**src/rtl/audio_sample_serializer_pkg.sv**
```systemverilog
// Shared types and constants for the audio output serializer.
package audio_sample_serializer_pkg;

  localparam int SAMPLE_W = 16;

  // Encodings are shared with FIR_filter and the benches, so keep them fixed.
  typedef enum logic [1:0] {
    ST_IDLE  = 2'd0,
    ST_LOAD  = 2'd1,
    ST_SHIFT = 2'd2
  } state_e;

endpackage

```
**src/rtl/audio_sample_serializer_if.sv**
```systemverilog
// Sample stream handshake from FIR_filter into the serializer.
interface audio_sample_serializer_if
  import audio_sample_serializer_pkg::*;
#(
  parameter int DATA_W = SAMPLE_W
);
  logic [DATA_W-1:0] sample_in;
  logic              sample_valid;
  logic              sample_ready;

  modport master (output sample_in, output sample_valid, input  sample_ready);
  modport slave  (input  sample_in, input  sample_valid, output sample_ready);
endinterface

```
**src/rtl/audio_sample_serializer_sync_fifo.sv**
```systemverilog
// Small synchronous FIFO; count is kept apart from the pointers so full/empty never alias.
module audio_sample_serializer_sync_fifo #(
  parameter  int WIDTH = 16,
  parameter  int DEPTH = 4,
  localparam int AW    = $clog2(DEPTH),
  localparam int CW    = $clog2(DEPTH + 1)
) (
  input  logic             clk,
  input  logic             reset,
  input  logic             i_push,
  input  logic [WIDTH-1:0] i_data,
  input  logic             i_pop,
  output logic [WIDTH-1:0] o_head,
  output logic             o_full,
  output logic             o_empty,
  output logic [CW-1:0]    o_count
);
  logic [WIDTH-1:0] r_mem [DEPTH];
  logic [AW-1:0]    r_wr_ptr, r_rd_ptr;
  logic [CW-1:0]    r_count;
  logic             w_push, w_pop;

  // Guard both ends so a stray push when full or pop when empty is harmless.
  assign o_full  = (r_count == CW'(DEPTH));
  assign o_empty = (r_count == '0);
  assign w_push  = i_push && !o_full;
  assign w_pop   = i_pop && !o_empty;
  assign o_head  = r_mem[r_rd_ptr];
  assign o_count = r_count;

  // Storage write; contents need no reset since count gates every read.
  always_ff @(posedge clk) begin
    if (w_push) r_mem[r_wr_ptr] <= i_data;
  end

  // Pointers wrap naturally (DEPTH is a power of 2); count tracks occupancy.
  always_ff @(posedge clk) begin
    if (reset) begin
      r_wr_ptr <= '0;
      r_rd_ptr <= '0;
      r_count  <= '0;
    end else begin
      if (w_push) r_wr_ptr <= r_wr_ptr + 1'b1;
      if (w_pop)  r_rd_ptr <= r_rd_ptr + 1'b1;
      case ({w_push, w_pop})
        2'b10:   r_count <= r_count + 1'b1;
        2'b01:   r_count <= r_count - 1'b1;
        default: r_count <= r_count;
      endcase
    end
  end
endmodule

```
**src/rtl/audio_sample_serializer.sv**
```systemverilog
// Buffers filtered samples and shifts them out MSB-first on sclk/fsync/sdata.
module audio_sample_serializer
  import audio_sample_serializer_pkg::*;
#(
  parameter  int DATA_W     = SAMPLE_W,
  parameter  int FIFO_DEPTH = 4,
  parameter  int CLK_DIV    = 4,
  localparam int CW         = $clog2(FIFO_DEPTH + 1)
) (
  input  logic                      clk,
  input  logic                      reset,
  audio_sample_serializer_if.slave  s_if,
  input  logic                      i_enable,
  output logic                      o_sclk,
  output logic                      o_fsync,
  output logic                      o_sdata,
  output logic                      o_busy,
  output logic [CW-1:0]             o_fifo_count
);
  localparam int DIV_W = (2 * CLK_DIV > 1) ? $clog2(2 * CLK_DIV) : 1;
  localparam int BIT_W = $clog2(DATA_W);

  state_e            r_state, w_next;
  logic [DIV_W-1:0]  r_div_cnt;
  logic [BIT_W-1:0]  r_bit_cnt;
  logic [DATA_W-1:0] r_shift;
  logic [DATA_W-1:0] w_head;
  logic              w_full, w_empty, w_push, w_pop;
  logic              w_bit_end, w_last_bit, w_more, w_reload;

  assign s_if.sample_ready = !w_full;
  assign w_push     = s_if.sample_valid && !w_full;
  assign w_bit_end  = (r_div_cnt == DIV_W'(2 * CLK_DIV - 1));
  assign w_last_bit = (r_bit_cnt == '0);
  assign w_more     = i_enable && !w_empty;
  // Back-to-back: the next word is popped on the last cycle of bit 0.
  assign w_reload   = (r_state == ST_SHIFT) && w_bit_end && w_last_bit && w_more;
  assign w_pop      = (r_state == ST_LOAD) || w_reload;

  audio_sample_serializer_sync_fifo #(.WIDTH(DATA_W), .DEPTH(FIFO_DEPTH)) u_fifo (
    .clk     (clk),
    .reset   (reset),
    .i_push  (w_push),
    .i_data  (s_if.sample_in),
    .i_pop   (w_pop),
    .o_head  (w_head),
    .o_full  (w_full),
    .o_empty (w_empty),
    .o_count (o_fifo_count)
  );

  // State register.
  always_ff @(posedge clk) begin
    if (reset) r_state <= ST_IDLE;
    else       r_state <= w_next;
  end

  // Next state: a frame starts only with enable and data; it always runs to completion.
  always_comb begin
    w_next = r_state;
    case (r_state)
      ST_IDLE:  if (w_more) w_next = ST_LOAD;
      ST_LOAD:  w_next = ST_SHIFT;
      ST_SHIFT: if (w_bit_end && w_last_bit && !w_more) w_next = ST_IDLE;
      default:  w_next = ST_IDLE;
    endcase
  end

  // Clock divider, bit counter and shift register.
  always_ff @(posedge clk) begin
    if (reset) begin
      r_div_cnt <= '0;
      r_bit_cnt <= '0;
      r_shift   <= '0;
    end else begin
      case (r_state)
        ST_LOAD: begin
          r_shift   <= w_head;
          r_bit_cnt <= BIT_W'(DATA_W - 1);
          r_div_cnt <= '0;
        end
        ST_SHIFT: begin
          if (w_bit_end) begin
            r_div_cnt <= '0;
            if (w_reload) begin
              r_shift   <= w_head;
              r_bit_cnt <= BIT_W'(DATA_W - 1);
            end else begin
              r_shift   <= {r_shift[DATA_W-2:0], 1'b0};
              r_bit_cnt <= r_bit_cnt - 1'b1;
            end
          end else begin
            r_div_cnt <= r_div_cnt + 1'b1;
          end
        end
        default: r_div_cnt <= '0;
      endcase
    end
  end

  // Outputs: sclk low for the first half of each bit, so sdata moves on the falling edge.
  always_comb begin
    o_busy  = (r_state != ST_IDLE);
    o_sclk  = 1'b0;
    o_fsync = 1'b0;
    o_sdata = 1'b0;
    if (r_state == ST_SHIFT) begin
      o_sclk  = (r_div_cnt >= DIV_W'(CLK_DIV));
      o_fsync = (r_bit_cnt == BIT_W'(DATA_W - 1));
      o_sdata = r_shift[DATA_W-1];
    end
  end
endmodule

```
**src/flat_wrapper.sv**
```systemverilog
// flat-port wrapper written by rule: the top's interface ports become plain ports
module audio_sample_serializer_flat import audio_sample_serializer_pkg::*;
#(
  parameter  int DATA_W     = SAMPLE_W,
  parameter  int FIFO_DEPTH = 4,
  parameter  int CLK_DIV    = 4,
  localparam int CW         = $clog2(FIFO_DEPTH + 1)
)
  (clk, reset, i_enable, o_sclk, o_fsync, o_sdata, o_busy, o_fifo_count, s_if_sample_in, s_if_sample_valid, s_if_sample_ready);
  audio_sample_serializer_if #(.DATA_W(DATA_W)) s_if_i ();
  input  logic clk;
  input  logic reset;
  input  logic i_enable;
  output logic o_sclk;
  output logic o_fsync;
  output logic o_sdata;
  output logic o_busy;
  output logic [CW-1:0] o_fifo_count;
  input wire logic [$bits(s_if_i.sample_in)-1:0] s_if_sample_in;
  input wire logic [$bits(s_if_i.sample_valid)-1:0] s_if_sample_valid;
  output wire logic [$bits(s_if_i.sample_ready)-1:0] s_if_sample_ready;
  assign s_if_i.sample_in = s_if_sample_in;
  assign s_if_i.sample_valid = s_if_sample_valid;
  assign s_if_sample_ready = s_if_i.sample_ready;
  audio_sample_serializer #(.DATA_W(DATA_W), .FIFO_DEPTH(FIFO_DEPTH), .CLK_DIV(CLK_DIV)) u_core (.clk(clk), .reset(reset), .s_if(s_if_i), .i_enable(i_enable), .o_sclk(o_sclk), .o_fsync(o_fsync), .o_sdata(o_sdata), .o_busy(o_busy), .o_fifo_count(o_fifo_count));
endmodule
```
**config.mk**
```make
export PLATFORM = sky130hd
export DESIGN_NAME = audio_sample_serializer_flat
export DESIGN_NICKNAME = d
export VERILOG_FILES = /design/src/rtl/audio_sample_serializer_pkg.sv /design/src/rtl/audio_sample_serializer_if.sv /design/src/rtl/audio_sample_serializer_sync_fifo.sv /design/src/rtl/audio_sample_serializer.sv /design/src/flat_wrapper.sv
export SDC_FILE = /design/constraint.sdc
export NUM_CORES = 1
export LEC_CHECK = 0
export CORE_AREA = 4 4 93 95
export DETAILED_ROUTE_END_ITERATION = 6
export DIE_AREA = 0 0 97 99
export PLACE_DENSITY = 0.74
export SLEW_MARGIN = 20
export SYNTH_ARGS = -nofsm -noshare
export SYNTH_HDL_FRONTEND = slang
export SYNTH_SLANG_ARGS = --single-unit
```
**constraint.sdc**
```tcl
create_clock -name clk -period 2.4 [get_ports clk]
set_input_delay 0.24 -clock clk [delete_from_list [all_inputs] [get_ports clk]]
set_output_delay 0.24 -clock clk [all_outputs]
set_load 0.005 [all_outputs]
```
== Word-level counts from Yosys, hierarchy flattened ==
Memories as Yosys holds them, arrays and structs flattened. A register that Yosys moved wholly into a read port is not among the register bits.
Cells that the tools add are included.

* Flip-flop bits (word level): 32
* Bits in writable memories: 64
* Input bits: 20
* Output and inout bits: 8
* Word-level logic and storage cells: 65
* Memories: 1

{| class="wikitable"
|+ Memory list
! memory !! depth !! width !! rd ports !! clocked after memory_dff !! write ports !! RTL line !! text
|-
| u_core.u_fifo.r_mem || 4 || 16 || 1 || 1 || 1 || audio_sample_serializer_sync_fifo.sv:18 || <nowiki>logic [WIDTH-1:0] r_mem [DEPTH];</nowiki>
|}

* Add/sub/neg operators: 6
* Magnitude comparators: 1
* Eq/ne operators: 10
* Mux-type cells: 17
* Bitwise gates (word level): 1
* Reduce and logical (&&, ||, !) cells: 22

{| class="wikitable"
|+ Operators by type and width
! kind !! count
|-
| 16-bit two-way mux || 2
|-
| 16-bit case mux with 2 select lines || 1
|-
| 1-bit logical AND || 9
|-
| 2-bit two-way mux || 4
|-
| 4-bit two-way mux || 2
|-
| 4-bit case mux with 2 select lines || 1
|-
| 3-bit by 1-bit adder with 3-bit output (second input constant) || 2
|-
| 3-bit == test (second input constant) || 2
|-
| 2-bit by 1-bit != test with 1-bit output (second input constant) || 3
|-
| 2-bit case mux with 3 select lines || 1
|-
| 3-bit case mux with 2 select lines || 1
|-
| 2-bit nonzero test || 3
|-
| 1-bit two-way mux || 5
|-
| 2-bit by 1-bit adder with 2-bit output (second input constant) || 2
|-
| 2-bit by 1-bit == test with 1-bit output (second input constant) || 2
|-
| 2-bit == test (second input constant) || 2
|-
| 4-bit == test (second input constant) || 1
|-
| 4-bit zero test || 1
|-
| 2-bit AND reduction || 2
|-
| 4-bit by 1-bit subtractor with 4-bit output (second input constant) || 1
|-
| 3-bit greater-or-equal comparator (second input constant) || 1
|-
| 1-bit zero test || 3
|-
| 3-bit zero test || 1
|-
| 3-bit OR reduction || 1
|-
| other kinds (4) || 4
|}

== Depth between registers and ports, before layout ==
Gate-level depths: netlist of run 1.

* Depth in word-level cells: 8
* Mapped depth: 10
* Depth with buffers taken out: 10

== Cells and area by module ==
Synthesis of run 1 repeated with hierarchy kept, for this count alone.

* Cells, all modules: 247
* Area total of the unflattened synthesis: 4015.1 µm²

{| class="wikitable"
|+ Modules (own cells, without submodules)
! module !! instances !! cells each !! area an instance (µm²) !! sequential area each (µm²)
|-
| audio_sample_serializer_sync_fifo || 1 || 138 || 2821.5 || 2102.0
|-
| audio_sample_serializer || 1 || 109 || 1193.6 || 500.5
|}

== Least setup slack after synthesis of run 1 ==
Ideal clock, no wire load.

* Kind: reg-to-reg
* Start point: register u_core.r_div_cnt[0]
* End point: register u_core.u_fifo.r_count[2] (netlist: u_core.u_fifo.o_count[2])
* Library setup time: 0.071 ns
* Arrival time: 2.311 ns
* Required time: 2.329 ns
* Setup slack: 0.018 ns
* Stages on the path, launching flop included: 11
* Buffers on the path: 0
* Clock period less this slack: 2.382 ns
* Path through: dfxtp_1 ha_1 ha_1 nand4bb_4 o32ai_1 ha_1 inv_1 fa_1 xor2_1 or3_1 a21oi_1

* Cells in the longest elaborated chain, start to end: 8
* Elaborated cells between the ends (all ways): 10
* Those cells by class: eq/ne (3); mux (1); reduce/logical (6)

{| class="wikitable"
|+ RTL lines
! item !! RTL line !! text
|-
| from (decl) || audio_sample_serializer.sv:24 || <nowiki>logic [DIV_W-1:0] r_div_cnt;</nowiki>
|-
| from (signal assigned) || audio_sample_serializer.sv:93 || <nowiki>r_div_cnt <= r_div_cnt + 1'b1;</nowiki>
|-
| 3-bit == test (*) || audio_sample_serializer.sv:33 || <nowiki>assign w_bit_end = (r_div_cnt == DIV_W'(2 * CLK_DIV - 1));</nowiki>
|-
| 1-bit logical AND (*) (3 in series) || audio_sample_serializer.sv:37 || <nowiki>assign w_reload = (r_state == ST_SHIFT) && w_bit_end && w_last_bit && w_more;</nowiki>
|-
| 1-bit logical OR (*) || audio_sample_serializer.sv:38 || <nowiki>assign w_pop = (r_state == ST_LOAD) || w_reload;</nowiki>
|-
| 1-bit logical AND (*) || audio_sample_serializer_sync_fifo.sv:27 || <nowiki>assign w_pop = i_pop && !o_empty;</nowiki>
|-
| net u_core.u_fifo.w_pop || audio_sample_serializer_sync_fifo.sv:21 || <nowiki>logic w_push, w_pop;</nowiki>
|-
| 2-bit by 1-bit == test with 1-bit output / 2-bit == test (equally long branches) || audio_sample_serializer_sync_fifo.sv:45 || <nowiki>case ({w_push, w_pop})</nowiki>
|-
| 3-bit case mux with 2 select lines / 2-bit nonzero test (equally long branches) || n/a ||
|-
| to (signal assigned) || audio_sample_serializer_sync_fifo.sv:46 || <nowiki>2'b10: r_count <= r_count + 1'b1;</nowiki>
|-
| to (signal assigned) || audio_sample_serializer_sync_fifo.sv:47 || <nowiki>2'b01: r_count <= r_count - 1'b1;</nowiki>
|-
| to (signal assigned) || audio_sample_serializer_sync_fifo.sv:48 || <nowiki>default: r_count <= r_count;</nowiki>
|-
| to (decl) || audio_sample_serializer_sync_fifo.sv:20 || <nowiki>logic [CW-1:0] r_count;</nowiki>
|}

The timed path passes the listed nets; every way through them passes the cells marked *.
A chain may end at the register's enable or synchronous reset.

== Final worst setup path of run 1 ==
Same ends and word-level chain as after synthesis.

==> summary.md, run 1 <==
| Metric | Value |
|---|---|
| Status | finished clean |
| Reg2reg start | u_core.r_div_cnt[0]$_SDFF_PP0_ |
| Global-route wire length before repair | approximately 11000 um |
| Post-synth EDFFs | between 60 and 70 |
| DP Cell Count | a little over 400 |
| Detailed Route WL | 6990 um |
| Vias per cell | 5.39 |
| Worst path arrival time | 2.66 ns |
| Fmax | ~420 MHz |
| Period minus WS final | approximately 2.4 ns |
| Worst skew pair latency | 0.36 ns |
| NetSw | approximately 0.00084 W |
| Simple-gate share of the synthesized area | 11.3% |
| Hold_ws | roughly 0.44 ns |
| Synthesized net count | ~300 |
| Most common cell after layout, fill and taps aside | edfxtp_1 |
| Nets | about 350 |
| Top FF cell, synth | edfxtp_1 |
| RSZ-0062 raised after global routing | true |
| Hold Vio Cnt, Final | 0 |
| Power per cell area | roughly 730 nW/um^2 |
| Setup CP Type | flop to flop |
| PnR Total Power | 0.00343 W |
| Die area | between 9000 and 10000 um^2 |
| Period utilization | a little over nine tenths |
| XOR/XNOR Fraction of Synth Area | 1.32% |
| Post-synthesis mux area share | 9.03% |
| Combinational family with the most area after synthesis | simple AND/OR/NAND/NOR gates |
| Wirelength per Cell | 16.3 um |
| Yosys reg bits | slightly below 100 |
| Initial DRC Count | around 160 |
| Critical path origin | u_core.r_div_cnt[0]$_SDFF_PP0_ |
| Number of global-route vias before repair | 2326 |
| Max Slew Vio Count | 0 |
| Num CTS Buffers | 9 |
| Vias | 2319 |
| Crit path launch type | flop |
| Core Util, Final | 61.2% |
| # DRC | 0 |
| # diodes | 0 |
| Share of cells above drive strength 1 | approximately a fifth |
| R2R cell count | 10 |
| Total GRT Usage | between 10% and 20% |
| Syn Area/Cell | 14.5 um^2 |
| R2r setup slk | 0.05 ns |
| Post-synthesis sequential area ratio | about two thirds |
| Post-DP Area | between 4000 and 5000 um^2 |
| Post-Synth Adder-Cell Area | 3.64% |
| Final Cell Area | approximately 4700 um^2 |
| Leak | roughly 1.6 nW |
| DRT antenna net count | 0 |
| Worst EP required | ~2.7 ns |
| WHS Path Cells | 1 |
| Initial antenna violation count | 0 |
| Initial core utilization | around half |
| Overflow after GRT | 0 |
| Synth warnings | 0 |
| Internal | approximately 0.0026 W |
| Syn Std Cell Area | about 4000 um^2 |
| Final cell count without fillers | 430 |
| Placeable Area | about 7700 um^2 |
| Worst min-delay path startpoint | u_core.r_div_cnt[0]$_SDFF_PP0_ |
| Htree depth | 3 |
| Filler Cells Inserted | 576 |
| Worst r2r dst | u_core.u_fifo.o_count[2]$_SDFFE_PP0P_ |
| Final setup violation count | 0 |
| MaxCap Viol Count | 0 |
| Setup crit end | u_core.u_fifo.o_count[2]$_SDFFE_PP0P_ |
| Cell variety after synth | 41 |
| Clock sink count | 98 |
| Logic pwr share | a little under an eighth |
| RePlAce Congestion | ~0.75 |
| Largest net degree at the start of global routing | 33 |
| Sw Ratio | approximately a quarter |
| Async set or reset register ratio after synthesis | 0% |
| Setup bufs post-CTS | 0 |
| Sequential group share of total power | between 50% and 60% |
| IO Pins | 28 |
| Port Buffers | 27 |
| Die H | 99 um |
| Final Skew | about 0.014 ns |
| First-pass iteration count of the detailed router | 4 |
| Crit end category | flop |
| Most frequent cells in the layout | edfxtp_1, nand2_1, dfxtp_1, clkdlybuf4s50_1, nor2_1 |
| Slew margin rel. | between 60% and 70% |
| CTS tree | yes |
| Max VDD drop | 0.518 mV |
| Detailed Place HPWL | ~4500 um |
| Hold crit path type | flop to flop |
| Mapped Cells | 276 |
| Crit-path max FO | 2 |
| Slew @ Worst Pin | about 0.52 ns |
| Clock tree buffer depth | 2 |
| P&R area growth vs syn | 18.5% |
| Compound-Gate Fraction of Synth Area | ~6.7% |
| CTS root buffer | clkbuf_8 |
| Die Wd | 97 um |
| Clock transition at path regs | about 0.1 ns |
| Clock network power share | 31.3% |
| FP Rows | 32 |
worst min path at each step:
stage                                                end  slack (ns)
after floorplan           u_core.r_div_cnt[0]$_SDFF_PP0_        0.32
after global placement    u_core.r_div_cnt[0]$_SDFF_PP0_        0.41
after detailed placement  u_core.r_div_cnt[0]$_SDFF_PP0_        0.44
after CTS                 u_core.r_div_cnt[0]$_SDFF_PP0_        0.45
after global routing      u_core.r_div_cnt[0]$_SDFF_PP0_        0.46
final                     u_core.r_div_cnt[0]$_SDFF_PP0_        0.44
per-layer routing:
layer / wire [um] / part of all wire, % / vias up / global-route usage, %
met4: 110 / 1.6 / 0 / 5.83
met5: 0 / 0 / - / 0
met2: 3490 / 50 / 46 / 26.1
met1: 3120 / 45 / 1136 / 19.1
met3: 269 / 3.8 / 10 / 3.82
li1: - / - / 1127 / -
critical path, stage by stage, from the launching register on:
cell	delay, ns
dfxtp_2	0.36
ha_4	0.13
ha_4	0.14
nand4bb_4	0.13
o32ai_4	0.29
ha_2	0.23
inv_1	0.05
fa_2	0.33
xor2_1	0.16
or3_1	0.36
a21oi_2	0.12
power groups by stage:
| stage | Sequential, W | Combinational [W] | Clock (W) |
|---|---|---|---|
| finish | 0.00195 | 0.000411 | 0.00108 |
| global route | 0.00196 | 0.000455 | 0.00117 |
| CTS | 0.00195 | 0.000413 | 0.00109 |
| detailed placement | 0.00199 | 0.000404 | 0 |
| global placement | 0.00198 | 0.000395 | 0 |
| floorplan | 0.00198 | 0.000255 | 0 |
area by class of cell:
| cell class | count | area [um^2] | area share (%) |
|---|---|---|---|
| timing repair buffer | 49 | 435 | 9.21 |
| multi-input combinational | 157 | 1330 | 28.1 |
| clock inverter | 6 | 73.8 | 1.56 |
| tap | 102 | 128 | 2.70 |
| inverter | 8 | 30.0 | 0.635 |
| clock buffer | 10 | 128 | 2.70 |
| sequential | 98 | 2610 | 55.1 |
cells in the mapped netlist, types with 2 or more instances:
cell type / n / share of area, %
a21oi_1: 7 / 0.88
a311oi_1: 16 / 3.5
and2_1: 5 / 0.78
and3_1: 4 / 0.63
buf_2: 2 / 0.25
buf_4: 5 / 0.94
buf_6: 2 / 0.56
clkbuf_1: 4 / 0.38
dfxtp_1: 34 / 17
edfxtp_1: 64 / 48
ha_1: 10 / 3.1
inv_1: 8 / 0.75
mux4_2: 16 / 9.0
nand2_1: 33 / 3.1
nand2b_1: 2 / 0.31
nand3b_1: 2 / 0.38
nor2_1: 24 / 2.3
nor3_1: 7 / 0.88
o21ai_0: 4 / 0.50
o32ai_1: 2 / 0.44
xnor2_1: 2 / 0.44
xor2_1: 4 / 0.88
sequential cells by signal, summed over array words and instances, names as in the netlist, named ones only:
register,count
u_core.u_fifo.r_wr_ptr,2
u_core.u_fifo.o_count,3
u_core.r_shift,16
u_core.r_state,2
u_core.r_div_cnt,3
u_core.u_fifo.r_mem,64
u_core.r_bit_cnt,4
u_core.u_fifo.r_rd_ptr,2
what timing repair did:
action                                  4_1_cts  5_1_grt
endpoints found under the setup margin        1        1
hold buffers                                  0        0
pin swaps                                     1        6
resized for setup                             4        8
kinds of logic (layout without fill, tap and decap cells):
family / Yosys count / after routing
buffers and inverters: 21 / 73
adders and majority gates: 11 / 11
xor gates and xnor gates: 6 / 6
AOI/OAI and AO/OA: 35 / 35
muxes: 16 / 16
and+or+nand+nor: 89 / 89
DFF: 98 / 98
stage by stage:
step / TNS, ns / setup slack, ns
floorplan: 0 / 0.0181
global placement: -0.0468 / -0.0468
detailed placement: -0.135 / -0.135
CTS: 0 / 0.00903
global route: -0.0679 / -0.0679
finish: 0 / 0.0462
(Power assumes the default switching activity.)
==> run 2, diff against run 1 <==
--- a/config.mk
+++ b/config.mk
@@ -5,11 +5,12 @@
 export SDC_FILE = /design/constraint.sdc
 export NUM_CORES = 1
 export LEC_CHECK = 0
-export CORE_AREA = 4 4 93 95
+export CORE_AREA = 4 4 105 107
 export DETAILED_ROUTE_END_ITERATION = 6
-export DIE_AREA = 0 0 97 99
-export PLACE_DENSITY = 0.74
+export DIE_AREA = 0 0 109 111
+export PLACE_DENSITY = 0.58
 export SLEW_MARGIN = 20
 export SYNTH_ARGS = -nofsm -noshare
 export SYNTH_HDL_FRONTEND = slang
 export SYNTH_SLANG_ARGS = --single-unit
+export TNS_END_PERCENT = 30
==> constraint.sdc (replaced) <==
create_clock -name clk -period 2.55 [get_ports clk]
set_input_delay 0.255 -clock clk [delete_from_list [all_inputs] [get_ports clk]]
set_output_delay 0.255 -clock clk [all_outputs]
set_load 0.005 [all_outputs]
==> run 2 against run 1 <==
  * Sequential power down 6%
  * Sequential share of layout area is 0.64 points higher
  * Count of clock-buffer cells in the layout decreased by 1
  * Wire length is 0.30% higher
  * Fmax shrank 1.4%
  * Via count decreased by 3.1%
  * Register-to-register slack better by 0.12 ns
  * Critical path type unchanged
==> summary.md, run 2 (synthesis gave the netlist of run 1 again) <==
| Metric | Value |
|---|---|
| Setup CP Type | flop to flop |
| CTS tree | yes |
| Most common cell after layout, fill and taps aside | edfxtp_1 |
| Crit path largest cell delay | 0.37 ns (about the same) |
| IO Pins | 28 (unchanged) |
| Worst skew pair latency | 0.36 ns (about the same) |
| Die H | 111 um (+12%) |
| Max VDD drop | 0.318 mV (-39%) |
| Hold crit path type | flop to flop |
| Worst path arrival time | 2.68 ns (+0.02 ns) |
| Leak | 1.54 nW (-2.9%) |
| Final setup violation count | 0 (unchanged) |
| Most frequent cells in the layout | edfxtp_1, dfxtp_1, nand2_1, clkdlybuf4s50_1, nor2_1 |
| Crit path launch type | flop |
| RePlAce Congestion | 0.730 (-2.4%) |
| Total GRT Usage | 12.6% (-2.7 points) |
| Overflow after GRT | 0 (unchanged) |
| P&R area growth vs syn | 17.0% |
| Fmax | 419 MHz (-1.4%) |
| Slew margin rel. | 66.8% (+1.3 points) |
| Status | finished clean |
| Max Slew Vio Count | 0 (unchanged) |
| Hold Vio Cnt, Final | 0 (unchanged) |
| MaxCap Viol Count | 0 (unchanged) |
| Port Buffers | 27 (unchanged) |
| Largest regs | u_core.u_fifo.r_mem: 64 flops, u_core.r_shift: 16 flops, u_core.r_bit_cnt: 4 flops |
| Die Wd | 109 um (+12%) |
| Worst EP required | 2.84 ns (+0.14 ns) |
| Detailed Route WL | 7010 um (+0.30%) |
| Largest reg by FF count | u_core.u_fifo.r_mem |
| Crit-path max FO | 4 (+2) |
| Clock sink count | 98 (unchanged) |
| Detailed Place HPWL | 4410 um (-2.4%) |
| RSZ-0062 raised after global routing | false |
| Period minus WS final | 2.39 ns (+0.0339 ns) |
| Setup bufs post-CTS | 0 (unchanged) |
| Initial core utilization | 39.4% (-12 points) |
| Share of cells above drive strength 1 | 17.8% (-3.2 points) |
| Slowest stage cell, crit path | fa_1 |
| Die area | 12100 um^2 (+26%) |
| Largest net degree at the start of global routing | 33 (unchanged) |
| Initial DRC Count | 107 (-31%) |
| FP Rows | 37 (+16%) |
| Core Util, Final | 46.1% (-15 points) |
| Vias per cell | 4.93 (-8.6%) |
| Hold_ws | 0.433 ns (-0.00886 ns) |
| Most Frequent Cell on Critical Path | inv_1 |
| Filler Cells Inserted | 902 (+57%) |
| Htree depth | 3 (unchanged) |
| Vias | 2248 (-3.1%) |
| Nets | 346 (-2.3%) |
| DRT antenna net count | 0 (unchanged) |
| Placeable Area | 10100 um^2 (+31%) |
| Initial antenna violation count | 0 (unchanged) |
| Wirelength per Cell | 15.4 um (-5.4%) |
| Worst path cell trace | inv_1, ha_1, nand4bb_4, o32ai_4, ha_2, inv_1, fa_1, xor2_1, or3_1, a21oi_1 |
| Clock transition at path regs | 0.10 ns (about the same) |
| CTS root buffer | clkbuf_8 |
| Global-route wire length before repair | 11600 um (+1.2%) |
| Slew @ Worst Pin | 0.494 ns (-0.0218 ns) |
| Num CTS Buffers | 9 (unchanged) |
| Period utilization | 93.6% (-4.4 points) |
| Clock tree buffer depth | 2 (unchanged) |
| Number of global-route vias before repair | 2257 (-3.0%) |
| # diodes | 0 (unchanged) |
| Power per cell area | 669 nW/um^2 (-7.9%) |
| Final Skew | 0.0109 ns (-0.00302 ns) |
| Max reg flops | 64 (unchanged) |
| Crit end category | flop |
| # DRC | 0 (unchanged) |
| First-pass iteration count of the detailed router | 4 (unchanged) |
==> run 2: path summary, 6_finish.rpt <==
path / from / slack (ns) / to / depth (start not counted)
min reg2reg: u_core.r_div_cnt[0]$_SDFF_PP0_ / 0.43 / u_core.r_div_cnt[0]$_SDFF_PP0_ / 1
max: u_core.r_bit_cnt[0]$_SDFFE_PP0P_ / 0.16 / u_core.u_fifo.o_count[2]$_SDFFE_PP0P_ / 10
min: u_core.r_div_cnt[0]$_SDFF_PP0_ / 0.43 / u_core.r_div_cnt[0]$_SDFF_PP0_ / 1
max reg2reg: u_core.r_bit_cnt[0]$_SDFFE_PP0P_ / 0.16 / u_core.u_fifo.o_count[2]$_SDFFE_PP0P_ / 10
==> run 2: per-layer routing <==
metal | vias to the layer above | share of wire [%] | GRT usage [%]
met5 | - | 0 | 0
met4 | 0 | 1.5 | 5.05
met3 | 6 | 2.5 | 3.20
met2 | 28 | 48 | 19.3
met1 | 1094 | 48 | 17.1
li1 | 1120 | - | -
==> run 2: through the flow <==
step | area (um^2) | power [W] | TNS (ns) | std cells | worst slack, ns
after floorplan | 3990 | 0.00210 | 0 | 276 | 0.168
after global placement | 4450 | 0.00223 | 0 | 440 | 0.0143
after detailed placement | 4450 | 0.00224 | -0.0292 | 440 | -0.0292
after CTS | 4640 | 0.00316 | 0 | 456 | 0.0874
after global routing | 4670 | 0.00329 | 0 | 456 | 0.0120
final | 4670 | 0.00312 | 0 | 456 | 0.162
==> run 2: what timing repair did <==
item,4_1_cts,5_1_grt
endpoints found under the setup margin,1,1
pin swaps,0,1
gates cloned,0,0
gates resized for setup,1,5
hold buffers,0,0
==> run 2: final cells by class <==
cell class	count	area, um^2	share of cell area (%)
clock buffers	9	124	2.65
clock inverters	7	57.6	1.23
inverters	8	30.0	0.643
multi-input cells	157	1310	28.1
flip-flops and latches	98	2600	55.7
well taps	136	170	3.64
repair buffers	41	375	8.04
==> run 2: critical path: cells and delay by family, from the launching register on <==
family	cells	cell delay, ns
AO/OA/AOI/OAI	2	0.38
flip-flops	1	0.33
XOR/XNOR	1	0.15
AND/OR/NAND/NOR	2	0.47
adder cells (fa/ha/maj)	3	0.83
buffers and inverters	2	0.17
==> run 2: power by group <==
group / leakage [nW] / switching (W) / internal [W]
Sequential: 0.864 / 0.0000455 / 0.00179
Combinational: 0.588 / 0.000191 / 0.000178
Clock: 0.0833 / 0.000552 / 0.000368
==> run 3, diff against run 2 <==
--- a/config.mk
+++ b/config.mk
@@ -8,6 +8,7 @@
 export CORE_AREA = 4 4 105 107
 export DETAILED_ROUTE_END_ITERATION = 6
 export DIE_AREA = 0 0 109 111
+export MAX_ROUTING_LAYER = met4
 export PLACE_DENSITY = 0.58
 export SLEW_MARGIN = 20
 export SYNTH_ARGS = -nofsm -noshare
==> run 3 against run 2 <==
  * Final area did not move
  * Core utilization is the same
  * Fmax barely moved
  * Sequential power is essentially flat
  * Largest power group unchanged
  * Hold slack barely moved
  * Clock power about the same
  * Combinational power about the same
  * Final cell count unchanged
==> summary.md, run 3 (synthesis gave the netlist of run 1 again) <==
| Metric | Value |
|---|---|
| Die H | 111 um (unchanged) |
| RePlAce Congestion | 0.739 (+1.2%) |
| Slack of the critical path | 0.160 ns (-0.00196 ns) |
| Hold crit path type | flop to flop |
| RSZ-0062 raised after global routing | false |
| Placeable Area | 10100 um^2 (unchanged) |
| Vias | 2240 (-0.36%) |
| Max reg flops | 64 (unchanged) |
| Power per cell area | 669 nW/um^2 (about the same) |
| R2R cell count | 10 (unchanged) |
| Share of cells above drive strength 1 | 17.8% (unchanged) |
| Max Slew Vio Count | 0 (unchanged) |
| Final setup violation count | 0 (unchanged) |
| Slew @ Worst Pin | 0.493 ns (-0.000414 ns) |
| First-pass iteration count of the detailed router | 4 (unchanged) |
| Detailed Place HPWL | 4410 um (unchanged) |
| Overflow after GRT | 0 (unchanged) |
| Pre-CTS WS | -0.0292 ns (unchanged) |
| Die area | 12100 um^2 (unchanged) |
| Total GRT Usage | 13.0% (+0.34 points) |
| Num CTS Buffers | 9 (unchanged) |
| Worst min-delay path startpoint | u_core.r_div_cnt[0]$_SDFF_PP0_ |
| Register Area | 2600 um^2 (unchanged) |
| Slew margin rel. | 66.8% (about the same) |
| Nets | 346 (unchanged) |
| Post-DP Area | 4450 um^2 (unchanged) |
| Fmax | 418 MHz (about the same) |
| Worst skew pair latency | 0.36 ns (about the same) |
| Hold Vio Cnt, Final | 0 (unchanged) |
| Leak | 1.54 nW (unchanged) |
| IO Pins | 28 (unchanged) |
| # DRC | 0 (unchanged) |
| Largest net degree at the start of global routing | 33 (unchanged) |
| Global-route wire length before repair | 11600 um (unchanged) |
| DRT antenna net count | 0 (unchanged) |
| Status | finished clean |
| Crit path launch type | flop |
| Crit-path max FO | 4 (unchanged) |
| Initial antenna violation count | 0 (unchanged) |
| Wirelength per Cell | 15.4 um (about the same) |
| Clock tree buffer depth | 2 (unchanged) |
| Setup CP Type | flop to flop |
| Largest regs | u_core.u_fifo.r_mem: 64 flops, u_core.r_shift: 16 flops, u_core.r_bit_cnt: 4 flops |
| Final Cell Area | 4670 um^2 (unchanged) |
| FP Rows | 37 (unchanged) |
| Core Util, Final | 46.1% (unchanged) |
| Reg2reg start | u_core.r_bit_cnt[0]$_SDFFE_PP0P_ |
| WHS Path Cells | 1 (unchanged) |
| Footprint of the multi-input gates | 1310 um^2 (unchanged) |
| Die Wd | 109 um (unchanged) |
| Max VDD drop | 0.319 mV (about the same) |
| CTS tree | yes |
| Worst path arrival time | 2.68 ns (about the same) |
| Period minus WS final | 2.39 ns (+0.00196 ns) |
| Initial core utilization | 39.4% (unchanged) |
| R2r setup slk | 0.16 ns (about the same) |
| MaxCap Viol Count | 0 (unchanged) |
| Crit end category | flop |
| Worst r2r dst | u_core.u_fifo.o_count[2]$_SDFFE_PP0P_ |
| Number of global-route vias before repair | 2258 (+0.044%) |
| Initial DRC Count | 129 (+21%) |
| Vias per cell | 4.91 (-0.36%) |
| Filler Cells Inserted | 902 (unchanged) |
| Final Skew | 0.0111 ns (+0.000207 ns) |
| P&R area growth vs syn | 17.0% (unchanged) |
| Detailed Route WL | 7020 um (about the same) |
| Worst hold endpoint | u_core.r_div_cnt[0]$_SDFF_PP0_ |
| Setup bufs post-CTS | 0 (unchanged) |
| Most frequent cells in the layout | edfxtp_1, dfxtp_1, nand2_1, clkdlybuf4s50_1, nor2_1 |
| Clock sink count | 98 (unchanged) |
| Clock transition at path regs | 0.10 ns (about the same) |
| CTS root buffer | clkbuf_8 |
| # diodes | 0 (unchanged) |
| Most common cell after layout, fill and taps aside | edfxtp_1 |
| Largest reg by FF count | u_core.u_fifo.r_mem |
| Htree depth | 3 (unchanged) |
| Worst EP required | 2.84 ns (about the same) |
| Period utilization | 93.7% (about the same) |
| Port Buffers | 27 (unchanged) |
==> run 3: cell counts in the layout (fill, tap and decap cells not counted) <==
Identical to the previous run, type by type.
==> run 3: how the worst max path moves through the flow <==
| stage | cells after the start | startpoint | endpoint | slack, ns |
|---|---|---|---|---|
| 2_1_floorplan | 10 | u_core.r_div_cnt[0]$_SDFF_PP0_ | u_core.u_fifo.o_count[2]$_SDFFE_PP0P_ | 0.17 |
| 3_3_place_gp | 9 | i_enable | u_core.u_fifo.o_count[2]$_SDFFE_PP0P_ | 0.01 |
| 3_5_place_dp | 9 | i_enable | u_core.u_fifo.o_count[2]$_SDFFE_PP0P_ | -0.03 |
| 4_1_cts | 10 | u_core.r_div_cnt[0]$_SDFF_PP0_ | u_core.u_fifo.o_count[2]$_SDFFE_PP0P_ | 0.09 |
| 5_1_grt | 10 | u_core.r_bit_cnt[0]$_SDFFE_PP0P_ | u_core.u_fifo.o_count[2]$_SDFFE_PP0P_ | 0.01 |
| 6_report | 10 | u_core.r_bit_cnt[0]$_SDFFE_PP0P_ | u_core.u_fifo.o_count[2]$_SDFFE_PP0P_ | 0.16 |
==> run 3: repair_timing <==
action	4_1_cts	5_1_grt
hold buffers	0	0
endpoints found under the setup margin	1	1
pin swaps	0	1
resized for setup	1	5
==> run 3: area by class of cell <==
class	instances	share of cell area [%]
Clock buffer	9	2.65
Clock inverter	7	1.23
Inverter	8	0.643
Multi-Input combinational cell	157	28.1
Sequential cell	98	55.7
Tap cell	136	3.64
Timing Repair Buffer	41	8.04
==> run 3: through the flow <==
step	setup TNS, ns	total power, W	cells	hold slack (ns)
2_1_floorplan	0	0.00210	276	0.332
3_3_place_gp	0	0.00223	440	0.416
4_1_cts	0	0.00316	456	0.442
5_1_grt	0	0.00329	456	0.470
6_report	0	0.00313	456	0.433
3_5_place_dp	-0.0292	0.00224	440	0.429
==> run 3: power by group <==
part	switching, W	leakage [nW]	internal (W)
combinational	0.000191	0.588	0.000178
sequential	0.0000453	0.864	0.00179
clock	0.000555	0.0833	0.000368
==> run 3: layer usage <==
metal  track usage [%]  part of all wire, %  vias up
met2              19.4                   48       26
met1              17.1                   48     1091
met3              3.15                  2.4        5
met4              5.05                  1.4        0
met5                 -                    0        -
li1                  -                    -     1118
==> run 3: worst max-delay path, cell delays in order, from the launching register on <==
cell,delay (ns)
dfxtp_1,0.34
inv_1,0.12
ha_1,0.23
nand4bb_4,0.17
o32ai_4,0.25
ha_2,0.23
inv_1,0.05
fa_1,0.37
xor2_1,0.16
or3_1,0.30
a21oi_1,0.13
==> patch 1 (config.mk and constraints of run 3) <==
`FIFO_DEPTH` is set to 4 in 2 places; all go to 2.
--- a/src/rtl/audio_sample_serializer.sv
+++ b/src/rtl/audio_sample_serializer.sv
@@ -5,3 +5,3 @@
   parameter  int DATA_W     = SAMPLE_W,
-  parameter  int FIFO_DEPTH = 4,
+  parameter  int FIFO_DEPTH = 2,
   parameter  int CLK_DIV    = 4,
--- a/src/flat_wrapper.sv
+++ b/src/flat_wrapper.sv
@@ -4,3 +4,3 @@
   parameter  int DATA_W     = SAMPLE_W,
-  parameter  int FIFO_DEPTH = 4,
+  parameter  int FIFO_DEPTH = 2,
   parameter  int CLK_DIV    = 4,
Interface: changed (resized o_fifo_count); port bits go from 28 to 27. No check against the original RTL was run, so the function may have changed too.
==> patch 1 against run 3 <==
Sequential cell count is 36 lower; die area unchanged; hold slack improved by 0.014 ns; via count down 24%; final area decreased by 32%; area after synthesis decreased by 36%; power down 25%; count of clock-buffer cells in the layout is 5 higher; routed wire length shrank 28%; setup slack better by 0.20 ns.
==> patch 1: results (changes against run 3) <==
{
  "status": {"value": "finished clean"},
  "reg_top3": {"value": "u_core.u_fifo.r_mem (32), u_core.r_shift (16), u_core.r_bit_cnt (4)"},
  "synth-seq-area-share": {"value": 60.9, "unit": "%", "change": "-4.2 points"},
  "yosys-top-cells-count": {"value": "32 x edfxtp_1, 30 x dfxtp_1, 25 x nor2_1"},
  "avgViaCountPerCell": {"value": 4.42, "change": "-9.9%"},
  "clk_transition_reported_paths": {"value": 0.07, "unit": "ns", "change": "-0.03 ns"},
  "r2r.worst_path.cells": {"value": 8, "change": "-2"},
  "grt_use_met1": {"value": 11.3, "unit": "%", "change": "-5.8 points"},
  "top_area_cells_in_the_synthesized_netlist": {"value": "edfxtp_1 38%, dfxtp_1 23%, mux2i_1 6.3%"},
  "r2r_slack": {"value": 0.36, "unit": "ns", "change": "+0.20 ns"},
  "critPathLaunch": {"value": "u_core.r_div_cnt[0]"},
  "grtUsageMet2": {"value": 13.8, "unit": "%", "change": "-5.6 points"},
  "grt_first_pass_wirelength": {"value": 8540, "unit": "µm", "change": "-27%"},
  "post-route-worst-setup-slack": {"value": 0.357, "unit": "ns", "change": "+0.196 ns"},
  "finish.net_count": {"value": 271, "change": "-22%"},
  "groute.layer.met3.usage": {"value": 2.56, "unit": "%", "change": "-0.58 points"},
  "maximum_number_of_pins_on_one_net_before_global_route_repair": {"value": 36, "change": "+9.1%"},
  "net_switching_power": {"value": 0.000558, "unit": "W", "change": "-29%"},
  "post_synth_edffs": {"value": 32, "change": "-50%"},
  "via_count_of_the_first_global_routing_pass": {"value": 1779, "change": "-21%"},
  "routabilityCongestion": {"value": 0.743, "change": "+0.51%"},
  "start_util": {"value": 25.3, "unit": "%", "change": "-14 points"},
  "routed_wirelength": {"value": 5030, "unit": "µm", "change": "-28%"},
  "timing.critical_path.arrival": {"value": 2.44, "unit": "ns", "change": "-0.24 ns"},
  "aggregate_global_route_resource_usage": {"value": 9.33, "unit": "%", "change": "-3.6 points"},
  "p_leak": {"value": 1.11, "unit": "nW", "change": "-28%"},
  "worst_case_setup_slack_after_placement": {"value": 0.383, "unit": "ns", "change": "+0.412 ns"},
  "worstSkewPairLatency": {"value": 0.34, "unit": "ns", "change": "-0.02 ns"},
  "port_buffers": {"value": 26, "change": "-3.7%"},
  "drt-initial-drc-count": {"value": 92, "change": "-29%"},
  "cts_resized": {"value": 0, "change": "-1"},
  "power.ir.vdd_worst": {"value": 0.267, "unit": "mV", "change": "-16%"},
  "net_count_after_synthesis": {"value": 240, "change": "-22%"},
  "layout_cells_sized_above_1": {"value": 13.2, "unit": "%", "change": "-4.6 points"},
  "fin_worst_skew": {"value": 0.0107, "unit": "ns", "change": "-0.000326 ns"},
  "netlist-cell-type-count": {"value": 38, "change": "-7.3%"},
  "place_hpwl": {"value": 3250, "unit": "µm", "change": "-26%"}
}
patch 1: worst min-delay path by stage:
| stage | from | slack (ns) | depth (start not counted) | to |
|---|---|---|---|---|
| after CTS | u_core.r_div_cnt[0] | 0.45 | 1 | u_core.r_div_cnt[0] |
| after global routing | u_core.r_div_cnt[0] | 0.47 | 1 | u_core.r_div_cnt[0] |
| final | u_core.r_div_cnt[0] | 0.45 | 1 | u_core.r_div_cnt[0] |
| after global placement | u_core.r_div_cnt[0] | 0.42 | 1 | u_core.r_div_cnt[0] |
| after floorplan | s_if_sample_in[0] | 0.35 | 0 | u_core.u_fifo.r_mem[0][0] |
| after detailed placement | u_core.r_div_cnt[0] | 0.44 | 1 | u_core.r_div_cnt[0] |
patch 1: cells by family after synthesis:
group | share of synthesized area, %
buffers and inverters | 3.32
adder cells (fa/ha/maj) | 2.93
AND/OR/NAND/NOR | 11.4
AO/OA/AOI/OAI | 13.5
flip-flops | 60.9
XOR/XNOR | 1.71
multiplexers | 6.25
patch 1: cell type report:
class	count	area (µm²)	share of cell area, %
clock buffers	14	204	6.40
clock inverters	2	10.0	0.314
inverters	2	7.51	0.236
multi-input cells	137	918	28.8
flip-flops and latches	62	1560	49.0
well taps	136	170	5.34
repair buffers	33	313	9.82
patch 1: power by group through the flow:
stage | registers (W) | clock network (W) | logic (W)
finish | 0.00118 | 0.000887 | 0.000278
global route | 0.00119 | 0.000959 | 0.000314
global placement | 0.00120 | 0 | 0.000280
floorplan | 0.00119 | 0 | 0.000181
CTS | 0.00118 | 0.000911 | 0.000286
detailed placement | 0.00120 | 0 | 0.000283
patch 1: per-stage QoR:
stage	hold slack [ns]	std cells	instance area, µm²
final	0.447	386	3180
after floorplan	0.354	214	2560
after global placement	0.416	370	2970
after global routing	0.469	386	3180
after CTS	0.448	386	3180
after detailed placement	0.437	370	2970
patch 1: metal layers:
layer  share of wire (%)  vias to the layer above  routed length (µm)
met5                   0                        -                   0
met2                  47                       32                2370
met3                 3.6                        9                 181
li1                    -                      847                   -
met4                 2.6                        0                 132
met1                  47                      820                2340
==> patch 2 (flow settings as in run 3) <==
Made on the original files. Reset style: asynchronous (`reset`), changed in 3 clocked blocks.
--- a/src/rtl/audio_sample_serializer_sync_fifo.sv
+++ b/src/rtl/audio_sample_serializer_sync_fifo.sv
@@ -36,3 +36,3 @@
   // Pointers wrap naturally (DEPTH is a power of 2); count tracks occupancy.
-  always_ff @(posedge clk) begin
+  always_ff @(posedge clk or posedge reset) begin
     if (reset) begin
--- a/src/rtl/audio_sample_serializer.sv
+++ b/src/rtl/audio_sample_serializer.sv
@@ -52,3 +52,3 @@
   // State register.
-  always_ff @(posedge clk) begin
+  always_ff @(posedge clk or posedge reset) begin
     if (reset) r_state <= ST_IDLE;
@@ -69,3 +69,3 @@
   // Clock divider, bit counter and shift register.
-  always_ff @(posedge clk) begin
+  always_ff @(posedge clk or posedge reset) begin
     if (reset) begin
Check against the original RTL: differs if reset is asserted again (counterexample within 4 cycles, from zero or initial values and one cycle with reset high); with reset held inactive, the same outputs for 10 cycles.
==> patch 2 against run 3 <==
Maximum frequency increased by 1.9%; cell count decreased by 4.2%; final area shrank 0.54%; power grew 13%; setup slack improved by 0.045 ns; sequential cell count fell by 2; highest routed layer unchanged; largest cell class unchanged; area after synthesis about the same; routed wire length down 5.1%; global-route usage fell by 0.45 points.
==> patch 2: results (changes against run 3) <==
{
  "routabilityCongestion": {"value": 0.762, "change": "+3.1%"},
  "layout_cells_sized_above_1": {"value": 15.6, "unit": "%", "change": "-2.2 points"},
  "routed_wirelength": {"value": 6660, "unit": "µm", "change": "-5.1%"},
  "post_dp_cell_area": {"value": 4450, "unit": "µm²", "change": "about the same"},
  "synth_compound_gate_area_share": {"value": 4.54, "unit": "%", "change": "-2.2 points"},
  "routedWlPerCell": {"value": 15.2, "unit": "µm", "change": "-0.93%"},
  "power_combinational": {"value": 0.000521, "unit": "W", "change": "+41%"},
  "cts_resized": {"value": 0, "change": "-1"},
  "fill_cells": {"value": 901, "change": "-0.11%"},
  "aggregate_global_route_resource_usage": {"value": 12.5, "unit": "%", "change": "-0.45 points"},
  "fmaxAchievable": {"value": 427, "unit": "MHz", "change": "+1.9%"},
  "synth-async-reset-ratio": {"value": 33.3, "unit": "%", "change": "+33 points"},
  "dp.cells": {"value": 421, "change": "-4.3%"},
  "power.ir.vdd_worst": {"value": 0.291, "unit": "mV", "change": "-8.6%"},
  "timing.critical_path.arrival": {"value": 2.62, "unit": "ns", "change": "-0.06 ns"},
  "netlist-cell-type-count": {"value": 35, "change": "-15%"},
  "power_frac_seq": {"value": 57.4, "unit": "%", "change": "-1.3 points"},
  "r2r_slack": {"value": 0.21, "unit": "ns", "change": "+0.05 ns"},
  "groute.layer.met3.usage": {"value": 2.85, "unit": "%", "change": "-0.29 points"},
  "drt-initial-drc-count": {"value": 76, "change": "-41%"},
  "post_synth_mux_area_share": {"value": 9.55, "unit": "%", "change": "+0.52 points"},
  "synthXorXnorAreaFrac": {"value": 1.97, "unit": "%", "change": "+0.66 points"},
  "total_length_of_routed_met2_wires": {"value": 3200, "unit": "µm", "change": "-5.7%"},
  "worst_case_setup_slack_after_placement": {"value": 0.197, "unit": "ns", "change": "+0.227 ns"},
  "net_count_after_synthesis": {"value": 289, "change": "-5.9%"},
  "avgViaCountPerCell": {"value": 4.90, "change": "-0.26%"},
  "yosys-top-cells-count": {"value": "64 x edfxtp_1, 35 x nand2_1, 32 x dfrtp_1"},
  "status": {"value": "finished clean"},
  "fin_worst_skew": {"value": 0.0101, "unit": "ns", "change": "-0.000928 ns"},
  "finish.net_count": {"value": 327, "change": "-5.5%"},
  "grt_first_pass_wirelength": {"value": 11400, "unit": "µm", "change": "-2.2%"},
  "met3RoutedLength": {"value": 242, "unit": "µm", "change": "+42%"},
  "sequential_cell_area": {"value": 2720, "unit": "µm²", "change": "+4.6%"},
  "syn-mean-instance-area": {"value": 15.5, "unit": "µm²", "change": "+7.1%"},
  "grt_use_met1": {"value": 16.6, "unit": "%", "change": "-0.45 points"},
  "intPower": {"value": 0.00263, "unit": "W", "change": "+13%"},
  "top_area_cells_in_the_synthesized_netlist": {"value": "edfxtp_1 48%, dfrtp_1 20%, mux4_2 9.0%"},
  "timing.hold.ws": {"value": 0.298, "unit": "ns", "change": "-0.135 ns"},
  "power_per_cell_area": {"value": 757, "unit": "nW/µm²", "change": "+13%"},
  "place_hpwl": {"value": 4110, "unit": "µm", "change": "-6.9%"}
}
==> patch 2: changes by cell type after synthesis, sizes merged, moves of 3 or more <==
cell / delta
nor3: -4
dfxtp: -34
dfrtp: +32
clkbuf: -4
a31oi: +16
a311oi: -16
inv: +3
a21oi: -7
nor2: -5
==> patch 2: area by class of cell <==
type / instances / share of cell area (%)
flip-flops and latches: 96 / 58.6
clock buffers: 9 / 2.67
multi-input cells: 141 / 24.9
repair buffers: 37 / 7.70
well taps: 136 / 3.66
inverters: 11 / 0.889
clock inverters: 7 / 1.54
==> patch 2: final timing paths <==
path                            cells after the start                       end                start
worst max-delay path                               10  u_core.u_fifo.o_count[2]  u_core.r_div_cnt[0]
max in group asynchronous                           3         u_core.r_shift[3]                reset
min in group clk                                    1       u_core.r_div_cnt[0]  u_core.r_div_cnt[0]
worst min register to register                      1       u_core.r_div_cnt[0]  u_core.r_div_cnt[0]
worst max register to register                     10  u_core.u_fifo.o_count[2]  u_core.r_div_cnt[0]
worst min-delay path                                3  u_core.u_fifo.o_count[0]                reset
